File: src/rtl/acc_pkg.sv
// Shared types for the accumulator unit: op encodings, condition-flag bundle
// and the LIFO occupancy-width helper.
package acc_pkg;

  typedef enum logic [2:0] {
    OP_NOP  = 3'b000,
    OP_LOAD = 3'b001,
    OP_CLR  = 3'b010,
    OP_INC  = 3'b011,
    OP_SHL  = 3'b100,
    OP_SHR  = 3'b101,
    OP_PUSH = 3'b110,
    OP_POP  = 3'b111
  } op_t;

  typedef struct packed {
    logic z;
    logic n;
    logic c;
    logic v;
  } flags_t;

  localparam int DEFAULT_STACK_DEPTH = 4;

  // Occupancy must represent 0..depth inclusive.
  function automatic int occ_width(input int depth);
    return $clog2(depth + 1);
  endfunction

  localparam int DEFAULT_OCC_W = occ_width(DEFAULT_STACK_DEPTH);

endpackage

File: src/rtl/acc_lifo.sv
// Save/restore stack for the accumulator: register array plus occupancy
// counter; overflow and underflow attempts are reported, never applied.
module acc_lifo
  import acc_pkg::*;
#(
  parameter int WIDTH       = 12,
  parameter int STACK_DEPTH = DEFAULT_STACK_DEPTH
) (
  input  logic             clk,
  input  logic             reset,
  input  logic             push,
  input  logic             pop,
  input  logic [WIDTH-1:0] din,
  output logic [WIDTH-1:0] dout,
  output logic             full,
  output logic             empty,
  output logic             err_push,
  output logic             err_pop
);

  localparam int OCC_W = occ_width(STACK_DEPTH);
  localparam int IDX_W = (STACK_DEPTH > 1) ? $clog2(STACK_DEPTH) : 1;

  logic [WIDTH-1:0] mem [STACK_DEPTH];
  logic [OCC_W-1:0] occ;
  logic [IDX_W-1:0] wr_idx;
  logic [IDX_W-1:0] rd_idx;

  assign full     = (occ == OCC_W'(STACK_DEPTH));
  assign empty    = (occ == '0);
  assign err_push = push & full;
  assign err_pop  = pop & empty;
  assign wr_idx   = IDX_W'(occ);
  assign rd_idx   = IDX_W'(occ - OCC_W'(1));
  assign dout     = mem[rd_idx];

  // NOTE: sequential state uses non-blocking assignments so every register
  // samples pre-edge values regardless of statement order.
  always_ff @(posedge clk) begin
    if (reset) begin
      occ <= '0;
    end else if (push && !full) begin
      occ <= occ + OCC_W'(1);
    end else if (pop && !empty) begin
      occ <= occ - OCC_W'(1);
    end
  end

  // NOTE: the array is deliberately not reset; entries above the occupancy
  // are never read, so clearing them would only cost reset fan-out.
  always_ff @(posedge clk) begin
    if (push && !full) begin
      mem[wr_idx] <= din;
    end
  end

endmodule

File: src/rtl/acc_unit.sv
// Accumulator: AC register, local-op decode, Z/N/C/V flags and a LIFO for
// save/restore of AC without bus traffic.
module acc_unit
  import acc_pkg::*;
#(
  parameter int WIDTH       = 12,
  parameter int STACK_DEPTH = DEFAULT_STACK_DEPTH
) (
  input  logic             clk,
  input  logic             reset,
  input  logic [2:0]       op,
  input  logic [WIDTH-1:0] ac_in,
  input  logic             c_in,
  input  logic             v_in,
  input  logic             err_clr,
  output logic [WIDTH-1:0] alu_out,
  output logic [WIDTH-1:0] bus_out,
  output logic             zflag,
  output logic             nflag,
  output logic             cflag,
  output logic             vflag,
  output logic             stack_full,
  output logic             stack_empty,
  output logic             stack_err
);

  localparam logic [WIDTH-1:0] MAX_POS = {1'b0, {(WIDTH-1){1'b1}}};

  op_t              op_e;
  logic [WIDTH-1:0] ac;
  logic [WIDTH-1:0] ac_nxt;
  flags_t           fl;
  logic             c_nxt;
  logic             v_nxt;
  logic             ac_wr;
  logic             err;
  logic [WIDTH-1:0] lifo_dout;
  logic             lifo_err_push;
  logic             lifo_err_pop;

  assign op_e = op_t'(op);

  acc_lifo #(
    .WIDTH      (WIDTH),
    .STACK_DEPTH(STACK_DEPTH)
  ) u_lifo (
    .clk     (clk),
    .reset   (reset),
    .push    (op_e == OP_PUSH),
    .pop     (op_e == OP_POP),
    .din     (ac),
    .dout    (lifo_dout),
    .full    (stack_full),
    .empty   (stack_empty),
    .err_push(lifo_err_push),
    .err_pop (lifo_err_pop)
  );

  // NOTE: every output of this block gets a default first so no path can
  // leave a value unassigned and infer a latch.
  always_comb begin
    ac_nxt = ac;
    c_nxt  = fl.c;
    v_nxt  = fl.v;
    ac_wr  = 1'b0;
    case (op_e)
      OP_LOAD: begin
        ac_nxt = ac_in;
        c_nxt  = c_in;
        v_nxt  = v_in;
        ac_wr  = 1'b1;
      end
      OP_CLR: begin
        ac_nxt = '0;
        c_nxt  = 1'b0;
        v_nxt  = 1'b0;
        ac_wr  = 1'b1;
      end
      OP_INC: begin
        ac_nxt = ac + WIDTH'(1);
        c_nxt  = &ac;
        v_nxt  = (ac == MAX_POS);
        ac_wr  = 1'b1;
      end
      OP_SHL: begin
        ac_nxt = {ac[WIDTH-2:0], 1'b0};
        c_nxt  = ac[WIDTH-1];
        v_nxt  = ac[WIDTH-1] ^ ac[WIDTH-2];
        ac_wr  = 1'b1;
      end
      OP_SHR: begin
        ac_nxt = {ac[WIDTH-1], ac[WIDTH-1:1]};
        c_nxt  = ac[0];
        v_nxt  = 1'b0;
        ac_wr  = 1'b1;
      end
      OP_POP: begin
        if (!stack_empty) begin
          ac_nxt = lifo_dout;
          c_nxt  = 1'b0;
          v_nxt  = 1'b0;
          ac_wr  = 1'b1;
        end
      end
      default: ;
    endcase
  end

  always_ff @(posedge clk) begin
    if (reset) begin
      ac  <= '0;
      fl  <= '0;
      err <= 1'b0;
    end else begin
      if (ac_wr) begin
        ac <= ac_nxt;
        fl <= '{z: (ac_nxt == '0), n: ac_nxt[WIDTH-1], c: c_nxt, v: v_nxt};
      end
      // A new error outranks a simultaneous clear request.
      if (lifo_err_push || lifo_err_pop) begin
        err <= 1'b1;
      end else if (err_clr) begin
        err <= 1'b0;
      end
    end
  end

  assign alu_out   = ac;
  assign bus_out   = ac;
  assign zflag     = fl.z;
  assign nflag     = fl.n;
  assign cflag     = fl.c;
  assign vflag     = fl.v;
  assign stack_err = err;

endmodule

File: config.mk
export PLATFORM = sky130hd
export DESIGN_NAME = acc_unit
export DESIGN_NICKNAME = d
export VERILOG_FILES = /design/src/rtl/acc_pkg.sv /design/src/rtl/acc_lifo.sv /design/src/rtl/acc_unit.sv
export SDC_FILE = /design/constraint.sdc
export NUM_CORES = 1
export LEC_CHECK = 0
export CAP_MARGIN = 15
export CORE_MARGIN = 2
export CORE_UTILIZATION = 60
export CTS_BUF_LIST = sky130_fd_sc_hd__clkbuf_8
export CTS_CLUSTER_DIAMETER = 30
export DETAILED_ROUTE_END_ITERATION = 10
export HOLD_SLACK_MARGIN = 0.08
export PLACE_DENSITY_LB_ADDON = 0.1
export SLEW_MARGIN = 20
export SYNTH_ARGS = -nofsm -noshare
export SYNTH_HDL_FRONTEND = slang
export SYNTH_SLANG_ARGS = --single-unit
File: constraint.sdc
create_clock -name clk -period 4.9 [get_ports clk]
set_input_delay 0.98 -clock clk [delete_from_list [all_inputs] [get_ports clk]]
set_output_delay 0.98 -clock clk [all_outputs]
set_load 0.01 [all_outputs]
==> reports/metrics.sh, run 1 <==
CLK_PIN_SLEW_WORST_PATHS_PS=80
P_LEAK_nW=1.438
WORST-R2R-SETUP-SLACK_PS=1890
CORE_AREA_UM2=5851
SYNTHTOLAYOUTAREAGROWTH_PCT=16.86
GRT_OVERFLOW_TOTAL=0
MASTER_CELL_OF_THE_CLOCK_ROOT_BUFFER='sky130_fd_sc_hd__clkbuf_8'
FILLCELLCOUNT=421
GRT.TOTAL_USAGE_PCT=26.27
HTREE_NUM_LEVELS=3
DRTITER0DRC=213
TIMING.FINAL.CRIT_PERIOD_PS=3427
HOLD_PATH.CLASS='register to register'
PLACE_CONGESTION=0.9071
CRIT_TYPE='primary input to register'
LAYOUT-DRIVE-GT1-SHARE_PCT=14.73
SYNTH_SIMPLE_GATE_AREA_SHARE_PCT=11.04
ANTENNA_VIOLATIONS_BEFORE_REPAIR=0
MAXSLEWVIOLCOUNT=0
MAX_SLEW.WORST_PIN.SLEW_PS=997.6
DPL.CELL_COUNT=378
FIRST_PASS_GRT_WIRE_LENGTH_UM=12520
PORT_BUFFERS=50
NUMBER_OF_ENDPOINTS_FAILING_SETUP_AT_THE_FINAL_STAGE=0
SYNTH_FF_TYPE='sky130_fd_sc_hd__edfxtp_1'
RELATIVE_SLEW_SLACK_PCT=33.29
GRT_PASS1_VIAS=2405
DIE_W_UM=81.38
POSTCTS_SETUP_BUFS=0
R2R-START='u_lifo.occ[0]$_SDFFE_PP0P_'
ANTENNA_VIOLATING_NETS_POST_ROUTE=0
POWER_DENSITY_OF_THE_PLACED_CELLS_nW_PER_UM2=331.8
HOLDCRITSTARTPOINT='cflag$_SDFFE_PP0P_'
HOLD_VIOLATIONS=0
VDD.IR_DROP.WORST_mV=0.2675
CTS_SINKS=67
RUN_STATUS='completed'
CTS_BUFFERS=9
SYNTH.YOSYS.WARNINGS=0
CTS-ROOT-TO-SINK-BUFFERS=2
WORSTPATHREQUIRED_PS=5170
SYNTH_SEQ_AREA_SHARE_PCT=50.71
UNREPAIRED_SETUP_ENDPOINTS_AFTER_GLOBAL_ROUTING='no'
DRT_PASS1_ITERATIONS=5
POST-DP-HPWL_UM=5050
FIN_NETS=342
GRT_START_MAX_NET_PINS=29
CORE_OCCUPANCY_IN_THE_FINISHED_LAYOUT_PCT=71.75
DETAILROUTE.VIA_COUNT=2475
SYNTH_ASYNC_RESET_RATIO_PCT=0
DRT-TOTAL-WL_UM=7860
WORST_SETUP_PATH_START='op[0]'
POST_SYNTH.CELL_AREA_AVG_UM2=12.74
YOSYS-MUX-AREA-FRACTION_PCT=11.88
CRITICAL_PATH.REG2REG.ENDPOINT='zflag$_SDFFE_PP0P_'
DIODES=0
CRITICAL_PATH.ENDPOINT_TYPE='register'
CTS_HOLD_REPAIR.BUFFERS=0
INSTANCES_NO_FILL=394
CRIT_PATH_CELL_TRACE='clkdlybuf4s50_1 -> nor2b_1 -> a22oi_1 -> o2bb2ai_1 -> a221oi_1 -> nand4_1 -> o31ai_2'
MAX_CLOCK_FREQ_MHz=291.8
SYNTH_XOR_XNOR_AREA_SHARE_PCT=2.926
LARGEST_FAMILY_OF_LOGIC_CELLS_BY_SYNTHESIZED_AREA='compound AO/OA/AOI/OAI gates'
TIMING.REG2REG.WORST_PATH_DEPTH=8
SYNTH_COMPOUND_GATE_AREA_SHARE_PCT=12.47
DRC=0
PIN_COUNT=51
CLOCK_SKEW_PS=13.06
Y_DIMENSION_OF_THE_DIE_UM=81.38
CP_SLOWEST_CELL='sky130_fd_sc_hd__clkdlybuf4s50_1'
START_UTIL_PCT=61.40
DR_WL_CELL_UM=19.95
NETLIST-CELL-TYPE-COUNT=54
CPPEAKSTAGEDELAY_PS=1130
ARRIVAL_PS=3700
VIAS_PER_CELL=6.282
SYNTH_EDF_COUNT=48
YS_SEQ_ELEMENTS=67
SYNTH_AREA_UM2=3592
TOTAL_DIE_AREA_UM2=6622
POST_CTS.RESIZED_INSTANCES=0
NUMBER_OF_INSTANCES_IN_THE_SYNTHESIZED_NETLIST=282
TIMING.MAX_CAP.VIOLATIONS=0
YOSYS.AREA_SHARE.ADDER_PCT=2.786
END_POINT_OF_THE_CRITICAL_PATH='zflag$_SDFFE_PP0P_'
SYNTH_NETS=310
TRITONCTS='done'
PLACEMENTROWS=28
CRITICAL_PATH.STARTPOINT_TYPE='primary input'
WORSTSKEWPAIRLATENCY_PS=350
CRIT_FANOUT=26
FINALSETUPTNS_PS=0
TIMING.FINAL.CRIT_SHARE_PCT=69.93
-- routing by layer --
| metal | GRT usage (%) | routed length [um] |
|---|---|---|
| met5 | 0 | 0 |
| met2 | 40.90 | 3843 |
| met4 | 11.36 | 179 |
| met3 | 6.111 | 483 |
| met1 | 35.30 | 3354 |
-- report_power, final --
group / total, mW / internal [mW] / switching [mW] / leakage (nW)
clock network: 0.560 / 0.337 / 0.223 / 0.119
logic: 0.187 / 0.0949 / 0.0922 / 0.718
registers: 0.645 / 0.622 / 0.0238 / 0.600
-- registers in the layout, indices dropped and copies added (netlist names) --
name and cells:
u_lifo.mem 48, alu_out 12, u_lifo.occ 3, cflag 1, stack_err 1, vflag 1
zflag 1
-- worst min-delay path by stage --
stage / slack, ps / depth (start not counted) / to
after detailed placement: 450 / 2 / cflag$_SDFFE_PP0P_
final: 460 / 2 / cflag$_SDFFE_PP0P_
after floorplan: 480 / 2 / cflag$_SDFFE_PP0P_
after global placement: 440 / 2 / cflag$_SDFFE_PP0P_
after global routing: 500 / 2 / cflag$_SDFFE_PP0P_
after CTS: 470 / 2 / cflag$_SDFFE_PP0P_
-- cells in the final DEF, fill, tap and decap left out, types with 5 or more instances in the layout --
master,synthesis,final
sky130_fd_sc_hd__buf_4,13,6
sky130_fd_sc_hd__xor2_1,6,6
sky130_fd_sc_hd__o2bb2ai_1,6,6
sky130_fd_sc_hd__nand4_1,7,7
sky130_fd_sc_hd__mux4_2,10,10
sky130_fd_sc_hd__clkdlybuf4s50_1,0,50
sky130_fd_sc_hd__nor3_1,6,5
sky130_fd_sc_hd__mux2_2,7,7
sky130_fd_sc_hd__xnor2_1,6,6
sky130_fd_sc_hd__a21oi_1,7,7
sky130_fd_sc_hd__clkbuf_8,2,9
sky130_fd_sc_hd__a22oi_1,10,10
sky130_fd_sc_hd__nor2b_1,6,6
sky130_fd_sc_hd__ha_1,8,8
sky130_fd_sc_hd__edfxtp_1,48,48
sky130_fd_sc_hd__dfxtp_1,19,19
sky130_fd_sc_hd__nor2_1,28,28
sky130_fd_sc_hd__nand2_1,8,8
sky130_fd_sc_hd__and2_1,5,5
-- cells in the mapped netlist, types with 4 or more instances --
cell                         n  area, um2
sky130_fd_sc_hd__buf_4      13      97.59
sky130_fd_sc_hd__buf_2       9      45.04
sky130_fd_sc_hd__dfxtp_1    19      380.4
sky130_fd_sc_hd__a22o_1      4      35.03
sky130_fd_sc_hd__o2bb2ai_1   6      52.55
sky130_fd_sc_hd__mux2_2      7      78.83
sky130_fd_sc_hd__and2_1      5      31.28
sky130_fd_sc_hd__mux4_2     10      225.2
sky130_fd_sc_hd__nand3_1     4      20.02
sky130_fd_sc_hd__nand2_1     8      30.03
sky130_fd_sc_hd__xnor2_1     6      52.55
sky130_fd_sc_hd__xor2_1      6      52.55
sky130_fd_sc_hd__a21oi_1     7      35.03
sky130_fd_sc_hd__nand4_1     7      43.79
sky130_fd_sc_hd__inv_1       4      15.01
sky130_fd_sc_hd__nor3_1      6      30.03
sky130_fd_sc_hd__ha_1        8      100.1
sky130_fd_sc_hd__buf_6       6      67.56
sky130_fd_sc_hd__nor2_1     28      105.1
sky130_fd_sc_hd__a22oi_1    10      75.07
sky130_fd_sc_hd__edfxtp_1   48       1441
sky130_fd_sc_hd__nor2b_1     6      37.54
sky130_fd_sc_hd__a221oi_2    4      60.06
-- metrics by stage --
step	total power [mW]	setup WS (ps)	cell area [um2]	hold WS (ps)
CTS	1.398	1546	4198	465.8
detailed placement	0.8439	1164	3958	454.6
global route	1.438	1179	4198	495.5
floorplan	0.7807	2220	3592	477.6
global placement	0.8407	1175	3958	444.4
finish	1.393	1473	4198	464.5
-- worst max-delay path: cells and delay by family --
| kind | cells | cell delay, ps |
|---|---|---|
| buffers and inverters | 1 | 1130 |
| AOI/OAI and AO/OA | 4 | 1010 |
| and+or+nand+nor | 2 | 570 |
-- cell families (layout without fill, tap and decap cells) --
logic type,Yosys count,count (layout)
buffers and inverters,39,76
and+or+nand+nor,78,78
xor gates and xnor gates,12,12
DFF,67,67
AOI/OAI and AO/OA,54,54
adders and majority gates,8,8
muxes,24,24
-- layout make-up --
type                    count  area (um2)  share of cell area [%]
repair buffers             56       545.5                   13.00
flip-flops and latches     67        1822                   43.40
well taps                  75       93.84                   2.235
clock buffers               9       123.9                   2.951
clock inverters             7       116.4                   2.772
multi-input cells         176        1481                   35.29
inverters                   4       15.01                  0.3577
Power figures use the tool's default switching activity.
==> inputs of run 2 (changes only) <==
--- a/config.mk
+++ b/config.mk
@@ -7,7 +7,7 @@
 export LEC_CHECK = 0
 export CAP_MARGIN = 15
 export CORE_MARGIN = 2
-export CORE_UTILIZATION = 60
+export CORE_UTILIZATION = 51
 export CTS_BUF_LIST = sky130_fd_sc_hd__clkbuf_8
 export CTS_CLUSTER_DIAMETER = 30
 export DETAILED_ROUTE_END_ITERATION = 10
==> constraint.sdc (replaced) <==
create_clock -name clk -period 2.8 [get_ports clk]
set_input_delay 0.56 -clock clk [delete_from_list [all_inputs] [get_ports clk]]
set_output_delay 0.56 -clock clk [all_outputs]
set_load 0.01 [all_outputs]
==> run 2 against run 1 <==
Via count decreased by 0.73%. Sequential share of layout area decreased by 1.4 points. Combinational power up 90%. Largest cell class unchanged. Non-clock buffer count is 17 higher. Flip-flop and latch count unchanged. Critical path depth up 1. Total power rose by 67%. Hold slack improved by 13 ps. Core utilization is 7.9 points lower. Clock skew shrank 5.1 ps. Die area increased by 17%.
==> reports/metrics.sh, run 2 (same netlist as run 1, synthesis figures left out) <==
CRIT_TYPE='register to register'
TOTAL_DIE_AREA_UM2=7731  # +17%
LAYOUT.CELL_AREA.NON_FILLER_UM2=4338  # +3.3%
CRITICAL_PATH.STARTPOINT_TYPE='register'
POST_CTS.RESIZED_INSTANCES=0  # unchanged
TIMING.FINAL.CRIT_PERIOD_PS=2519
MOST_COMMON_CELL_AFTER_LAYOUT_FILL_AND_TAPS_ASIDE='sky130_fd_sc_hd__clkdlybuf4s50_1'
DRC=0  # unchanged
TIMING.MAX_CAP.VIOLATIONS=0  # unchanged
SEQUENTIAL_CELL_AREA_UM2=1822  # unchanged
CP_SLOWEST_CELL='sky130_fd_sc_hd__ha_1'
CTS_BUFFERS=9  # unchanged
HOLD_PATH.CLASS='register to register'
INTPOWER_mW=1.753  # +66%
DIODES=0  # unchanged
VIAS_PER_CELL=5.688  # -9.5%
CLK_PIN_SLEW_WORST_PATHS_PS=70  # about the same
CLOCK_POWER_SHARE_PCT=36.5  # -3.7 points
ANTENNA_VIOLATING_NETS_POST_ROUTE=0  # unchanged
DR_WL_CELL_UM=19.07  # -4.4%
DRT_PASS1_ITERATIONS=4  # -1
DPL.CELL_COUNT=416  # +10%
CORE_AREA_UM2=6794  # +16%
DRTITER0DRC=158  # -26%
CRIT_FANOUT=10  # -62%
MAX_SLEW.WORST_PIN.SLEW_PS=697.2  # -300.3 ps
FINALSETUPTNS_PS=0  # unchanged
DPL-INSTANCE-AREA_UM2=4124  # +4.2%
NUMBER_OF_ENDPOINTS_FAILING_SETUP_AT_THE_FINAL_STAGE=0  # unchanged
ARRIVAL_PS=2780  # -920 ps
GRT.TOTAL_USAGE_PCT=23.36  # -2.9 points
POWER_mW=2.330  # +67%
FILLCELLCOUNT=548  # +30%
DETAILROUTE.VIA_COUNT=2457  # -0.73%
CTS_SINKS=67  # unchanged
GRT_PASS1_VIAS=2467  # +2.6%
CTS_HOLD_REPAIR.BUFFERS=0  # unchanged
PLACE_CONGESTION=0.8414  # -7.2%
RELATIVE_SLEW_SLACK_PCT=53.42  # +20 points
CLOCK_SKEW_PS=7.934  # -5.129 ps
DIE_W_UM=87.93  # +8.0%
CTS-ROOT-TO-SINK-BUFFERS=2  # unchanged
FINAL_HOLD_SLACK_PS=477.8  # +13.31 ps
VDD.IR_DROP.WORST_mV=0.3996  # +49%
MULTI_INPUT_COMB_AREA_UM2=1481  # unchanged
P_LEAK_nW=1.517  # +5.5%
POST-DP-HPWL_UM=5575  # +10%
CRITICAL_PATH.ENDPOINT_TYPE='register'
CORE_OCCUPANCY_IN_THE_FINISHED_LAYOUT_PCT=63.85  # -7.9 points
GRT_OVERFLOW_TOTAL=0  # unchanged
CRIT_PATH_CELL_TRACE='inv_1 -> ha_1 -> buf_4 -> mux4_2 -> o2bb2ai_1 -> a221oi_1 -> nand4_1 -> o31ai_2'
POWER.SHARE.COMBINATIONAL_PCT=15.3  # +1.9 points
FIN_NETS=359  # +5.0%
SYNTHTOLAYOUTAREAGROWTH_PCT=20.76
MAXSLEWVIOLCOUNT=0  # unchanged
FIRST_PASS_GRT_WIRE_LENGTH_UM=13240  # +5.8%
LARGEST_REG_FLOPS=48  # unchanged
INSTANCES_NO_FILL=432  # +9.6%
PIN_COUNT=51  # unchanged
POWER_DENSITY_OF_THE_PLACED_CELLS_nW_PER_UM2=537.1  # +62%
PRECTSSETUPSLACK_PS=4.285  # -1160 ps
SEQUENTIAL_GROUP_SHARE_OF_TOTAL_POWER_PCT=48.2  # +1.9 points
LAYOUT-DRIVE-GT1-SHARE_PCT=18.75  # +4.0 points
PLACEMENTROWS=30  # +7.1%
MAX_CLOCK_FREQ_MHz=397.0
MASTER_CELL_OF_THE_CLOCK_ROOT_BUFFER='sky130_fd_sc_hd__clkbuf_8'
UNREPAIRED_SETUP_ENDPOINTS_AFTER_GLOBAL_ROUTING='no'
POSTCTS_SETUP_BUFS=0  # unchanged
TIMING.FINAL.CRIT_SHARE_PCT=89.96
CPPEAKSTAGEDELAY_PS=620  # -510 ps
TRITONCTS='done'
POWER.SHARE.SWITCHING_PCT=24.76  # +0.39 points
FINAL.SETUP.WORST_SLACK_PS=281.2  # -1192 ps
HTREE_NUM_LEVELS=3  # unchanged
HOLD_VIOLATIONS=0  # unchanged
ANTENNA_VIOLATIONS_BEFORE_REPAIR=0  # unchanged
RUN_STATUS='completed'
NET-SWITCHING-POWER_mW=0.5770  # +70%
DRT-TOTAL-WL_UM=8240  # +4.8%
START_UTIL_PCT=52.87  # -8.5 points
Y_DIMENSION_OF_THE_DIE_UM=87.93  # +8.0%
WORSTPATHREQUIRED_PS=3070  # -2100 ps
LAYOUT_COMMON_CELLS='sky130_fd_sc_hd__clkdlybuf4s50_1, sky130_fd_sc_hd__edfxtp_1, sky130_fd_sc_hd__nor2_1'
GRT_START_MAX_NET_PINS=20  # -31%
PORT_BUFFERS=50  # unchanged
WORSTSKEWPAIRLATENCY_PS=340  # about the same
TOP_REGISTER='u_lifo.mem'
[run 2: cell types whose count changed in the layout (fill, tap and decap cells not counted)]
| cell | change |
|---|---|
| sky130_fd_sc_hd__buf_4 | +16 |
| sky130_fd_sc_hd__clkbuf_8 | +3 |
| sky130_fd_sc_hd__bufinv_16 | -2 |
| sky130_fd_sc_hd__clkinv_2 | -2 |
| sky130_fd_sc_hd__buf_12 | +1 |
| sky130_fd_sc_hd__clkinv_4 | -1 |
| sky130_fd_sc_hd__clkinvlp_4 | +1 |
| sky130_fd_sc_hd__inv_1 | +1 |
[run 2: per-layer routing]
metal  up-vias  track usage [%]  routed length (um)
met5         -                0                   0
met4         0            7.413                 123
met3        12            6.032                 434
met2        69            36.50                3931
met1      1212            32.16                3751
li1       1164                -                   -
[run 2: area by class of cell]
| type | instances | share of cell area (%) |
|---|---|---|
| clock inverters | 4 | 1.125 |
| repair buffers | 73 | 15.81 |
| flip-flops and latches | 67 | 42.00 |
| clock buffers | 12 | 3.807 |
| multi-input cells | 176 | 34.15 |
| inverters | 4 | 0.3461 |
| well taps | 96 | 2.769 |
[run 2: critical path, delay by kind of cell, from the launching register on]
kind	cells	cell delay, ps
fa+ha+maj	1	620
compound gates	3	590
flops	1	370
buf+inv	2	350
mux	1	330
simple gates	1	170
[run 2: path summary, 6_finish.rpt]
| check | depth (start not counted) | slack [ps] | end | from |
|---|---|---|---|---|
| hold / removal | 2 | 480 | stack_err$_SDFFE_PP0P_ | stack_err$_SDFFE_PP0P_ |
| setup / recovery | 8 | 280 | zflag$_SDFFE_PP0P_ | u_lifo.occ[1]$_SDFFE_PP0P_ |
| hold reg to reg | 2 | 480 | stack_err$_SDFFE_PP0P_ | stack_err$_SDFFE_PP0P_ |
| setup reg to reg | 8 | 280 | zflag$_SDFFE_PP0P_ | u_lifo.occ[1]$_SDFFE_PP0P_ |
[run 2: power groups by stage]
stage / Sequential [mW] / Combinational [mW] / Clock, mW
2_1_floorplan: 1.14 / 0.224 / 0
3_3_place_gp: 1.14 / 0.353 / 0
3_5_place_dp: 1.15 / 0.356 / 0
4_1_cts: 1.12 / 0.357 / 0.870
5_1_grt: 1.13 / 0.385 / 0.915
6_report: 1.12 / 0.356 / 0.851
==> inputs of run 3 (changes only) <==
--- a/config.mk
+++ b/config.mk
@@ -11,6 +11,7 @@
 export CTS_BUF_LIST = sky130_fd_sc_hd__clkbuf_8
 export CTS_CLUSTER_DIAMETER = 30
 export DETAILED_ROUTE_END_ITERATION = 10
+export GPL_TIMING_DRIVEN = 0
 export HOLD_SLACK_MARGIN = 0.08
 export PLACE_DENSITY_LB_ADDON = 0.1
 export SLEW_MARGIN = 20
==> run 3 against run 2 <==
Clock skew grew 5.5 ps. Cell area grew 2.4%. Combinational power grew 5%. Sequential power is essentially flat. Routed wire length grew 3.3%. Highest routed layer unchanged.
==> reports/metrics.sh, run 3 (same netlist as run 1, synthesis figures left out) <==
RUN_STATUS='completed'
WORST-R2R-SETUP-SLACK_PS=150  # -130 ps
TIMING.FINAL.CRIT_SHARE_PCT=94.55  # +4.6 points
DRT-TOTAL-WL_UM=8511  # +3.3%
MAX_SLEW.WORST_PIN.SLEW_PS=644.1  # -53.10 ps
TIMING.CRITICAL_PATH.MAX_DELAY_FAMILY='simple AND/OR/NAND/NOR gates'
VIAS_PER_CELL=5.700  # +0.22%
CTS_SINKS=67  # unchanged
FINALSETUPTNS_PS=0  # unchanged
CRIT_BUF_INV=2  # unchanged
FIRST_PASS_GRT_WIRE_LENGTH_UM=13140  # -0.73%
GRT_START_MAX_NET_PINS=15  # -25%
CRIT_FANOUT=10  # unchanged
WORSTSKEWPAIRLATENCY_PS=350  # about the same
WORSTPATHREQUIRED_PS=3070  # about the same
CTS_BUFFERS=9  # unchanged
CRIT_PATH_CELL_TRACE='buf_6 -> inv_1 -> ha_2 -> mux4_1 -> and3_1 -> nor4_1 -> nand4_1 -> o31ai_2'
HOLD_VIOLATIONS=0  # unchanged
VDD.IR_DROP.WORST_mV=0.4226  # +5.8%
HTREE_NUM_LEVELS=3  # unchanged
FIN_NETS=370  # +3.1%
CRITICAL_PATH.ENDPOINT_TYPE='register'
START_UTIL_PCT=52.87  # unchanged
LAYOUT-DRIVE-GT1-SHARE_PCT=22.77  # +4.0 points
CP_SLOWEST_CELL='sky130_fd_sc_hd__dfxtp_2'
CTS-ROOT-TO-SINK-BUFFERS=2  # unchanged
Y_DIMENSION_OF_THE_DIE_UM=87.93  # unchanged
CRITICAL_PATH.STARTPOINT_TYPE='register'
P_LEAK_nW=1.584  # +4.4%
DETAILROUTE.VIA_COUNT=2525  # +2.8%
MIN_PATH_CELLS=2  # unchanged
PLACE_CONGESTION=0.8799  # +4.6%
TOTAL_DIE_AREA_UM2=7731  # unchanged
R2R-START='u_lifo.occ[0]$_SDFFE_PP0P_'
DPL-INSTANCE-AREA_UM2=4209  # +2.1%
TIMING.REG2REG.WORST_PATH_DEPTH=8  # unchanged
TIMING.MAX_CAP.VIOLATIONS=0  # unchanged
GRT.TOTAL_USAGE_PCT=23.57  # +0.21 points
CLOCK_SKEW_PS=13.48  # +5.543 ps
TRITONCTS='done'
HOLDCRITSTARTPOINT='cflag$_SDFFE_PP0P_'
MAXSLEWVIOLCOUNT=0  # unchanged
NUMBER_OF_ENDPOINTS_FAILING_SETUP_AT_THE_FINAL_STAGE=0  # unchanged
CORE_AREA_UM2=6794  # unchanged
TOP_REGISTER='u_lifo.mem'
RELATIVE_SLEW_SLACK_PCT=56.82  # +3.4 points
ANTENNA_VIOLATIONS_BEFORE_REPAIR=0  # unchanged
PIN_COUNT=51  # unchanged
DIODES=0  # unchanged
HOLD_PATH.CLASS='register to register'
MAX_CLOCK_FREQ_MHz=377.7  # -4.9%
CRIT_TYPE='register to register'
CLK_PIN_SLEW_WORST_PATHS_PS=80  # about the same
POWER_DENSITY_OF_THE_PLACED_CELLS_nW_PER_UM2=533.0  # -0.77%
DR_WL_CELL_UM=19.21  # +0.72%
CTS_HOLD_REPAIR.BUFFERS=0  # unchanged
PLACEMENTROWS=30  # unchanged
SYNTHTOLAYOUTAREAGROWTH_PCT=23.65
TIMING.FINAL.CRIT_PERIOD_PS=2647  # +128.7 ps
POST-DP-HPWL_UM=5642  # +1.2%
DIE_W_UM=87.93  # unchanged
DRTITER0DRC=227  # +44%
GRT_OVERFLOW_TOTAL=0  # unchanged
CPPEAKSTAGEDELAY_PS=440  # -180 ps
CRITICAL_PATH.REG2REG.ENDPOINT='zflag$_SDFFE_PP0P_'
MASTER_CELL_OF_THE_CLOCK_ROOT_BUFFER='sky130_fd_sc_hd__clkbuf_8'
DRC=0  # unchanged
LAYOUT.CELL_AREA.NON_FILLER_UM2=4442  # +2.4%
LARGEST_REG_FLOPS=48  # unchanged
UNREPAIRED_SETUP_ENDPOINTS_AFTER_GLOBAL_ROUTING='no'
DRT_PASS1_ITERATIONS=4  # unchanged
LAYOUT_COMMON_CELLS='sky130_fd_sc_hd__clkdlybuf4s50_1, sky130_fd_sc_hd__edfxtp_1, sky130_fd_sc_hd__nor2_1'
ARRIVAL_PS=2920  # +140 ps
HOLD-PATH-ENDPOINT='cflag$_SDFFE_PP0P_'
ANTENNA_VIOLATING_NETS_POST_ROUTE=0  # unchanged
PORT_BUFFERS=48  # -4.0%
GRT_PASS1_VIAS=2432  # -1.4%
CORE_OCCUPANCY_IN_THE_FINISHED_LAYOUT_PCT=65.38  # +1.5 points
-- run 3: changes by cell type in the layout (fill, tap and decap cells not counted), moves of 2 or more --
cell                              before  now
sky130_fd_sc_hd__clkbuf_1              0    2
sky130_fd_sc_hd__buf_6                 0    8
sky130_fd_sc_hd__buf_8                 0    2
sky130_fd_sc_hd__and2_1                5    2
sky130_fd_sc_hd__buf_2                 0    8
sky130_fd_sc_hd__clkinv_2              0    2
sky130_fd_sc_hd__buf_4                22   13
sky130_fd_sc_hd__clkdlybuf4s50_1      50   48
sky130_fd_sc_hd__and2_2                0    2
-- run 3: cell type report --
type	instances	area [um2]
fillers	533	2352
flip-flops and latches	67	1823
well taps	96	120.1
repair buffers	49	491.7
plain buffers	35	285.3
clock inverters	7	85.08
clock buffers	9	123.9
inverters	4	15.01
multi-input cells	176	1498
-- run 3: per-stage QoR --
stage / cells / worst slack [ps] / hold slack, ps / total power [mW]
floorplan: 282 / 421.0 / 477.6 / 1.366
global placement: 426 / -997.9 / 443.0 / 1.507
detailed placement: 427 / -264.6 / 448.6 / 1.514
CTS: 443 / 39.14 / 458.6 / 2.372
global route: 443 / 15.58 / 495.2 / 2.444
finish: 443 / 152.5 / 455.2 / 2.367
-- run 3: worst register-to-register path, cell delays in order (launching register included) --
cell and delay, ps:
sky130_fd_sc_hd__dfxtp_2 440, sky130_fd_sc_hd__buf_6 230, sky130_fd_sc_hd__inv_1 130, sky130_fd_sc_hd__ha_2 440, sky130_fd_sc_hd__mux4_1 300, sky130_fd_sc_hd__and3_1 210
sky130_fd_sc_hd__nor4_1 380, sky130_fd_sc_hd__nand4_1 200, sky130_fd_sc_hd__o31ai_2 230
-- run 3: worst max path at each step --
stage                                 end  cells after the start                       start  slack [ps]
2_1_floorplan          zflag$_SDFFE_PP0P_                      9  u_lifo.occ[0]$_SDFFE_PP0P_         420
3_3_place_gp   u_lifo.mem[0][7]$_DFFE_PP_                      4                       op[0]       -1000
3_5_place_dp           zflag$_SDFFE_PP0P_                      9  u_lifo.occ[0]$_SDFFE_PP0P_        -260
4_1_cts                zflag$_SDFFE_PP0P_                      9  u_lifo.occ[0]$_SDFFE_PP0P_          40
5_1_grt                zflag$_SDFFE_PP0P_                      9  u_lifo.occ[0]$_SDFFE_PP0P_          20
6_report               zflag$_SDFFE_PP0P_                      8  u_lifo.occ[0]$_SDFFE_PP0P_         150
-- run 3: what timing repair did --
item	CTS	global route
resized for setup	6	4
gates cloned	0	0
endpoints found under the setup margin	40	3
setup buffers	0	0
-- run 3: where the power goes --
| part | switching [mW] | total [mW] | internal [mW] | leakage [nW] |
|---|---|---|---|---|
| registers | 0.0380 | 1.13 | 1.09 | 0.600 |
| logic | 0.179 | 0.375 | 0.196 | 0.872 |
| clock network | 0.375 | 0.866 | 0.492 | 0.112 |
| total | 0.592 | 2.37 | 1.78 | 1.58 |
-- run 3: routing by layer --
metal	GRT usage [%]	share of wire, %	wire length (um)
met2	35.74	46	3946
met3	4.995	6.1	517
met5	0	0	0
met1	33.13	46	3900
met4	9.790	1.7	146
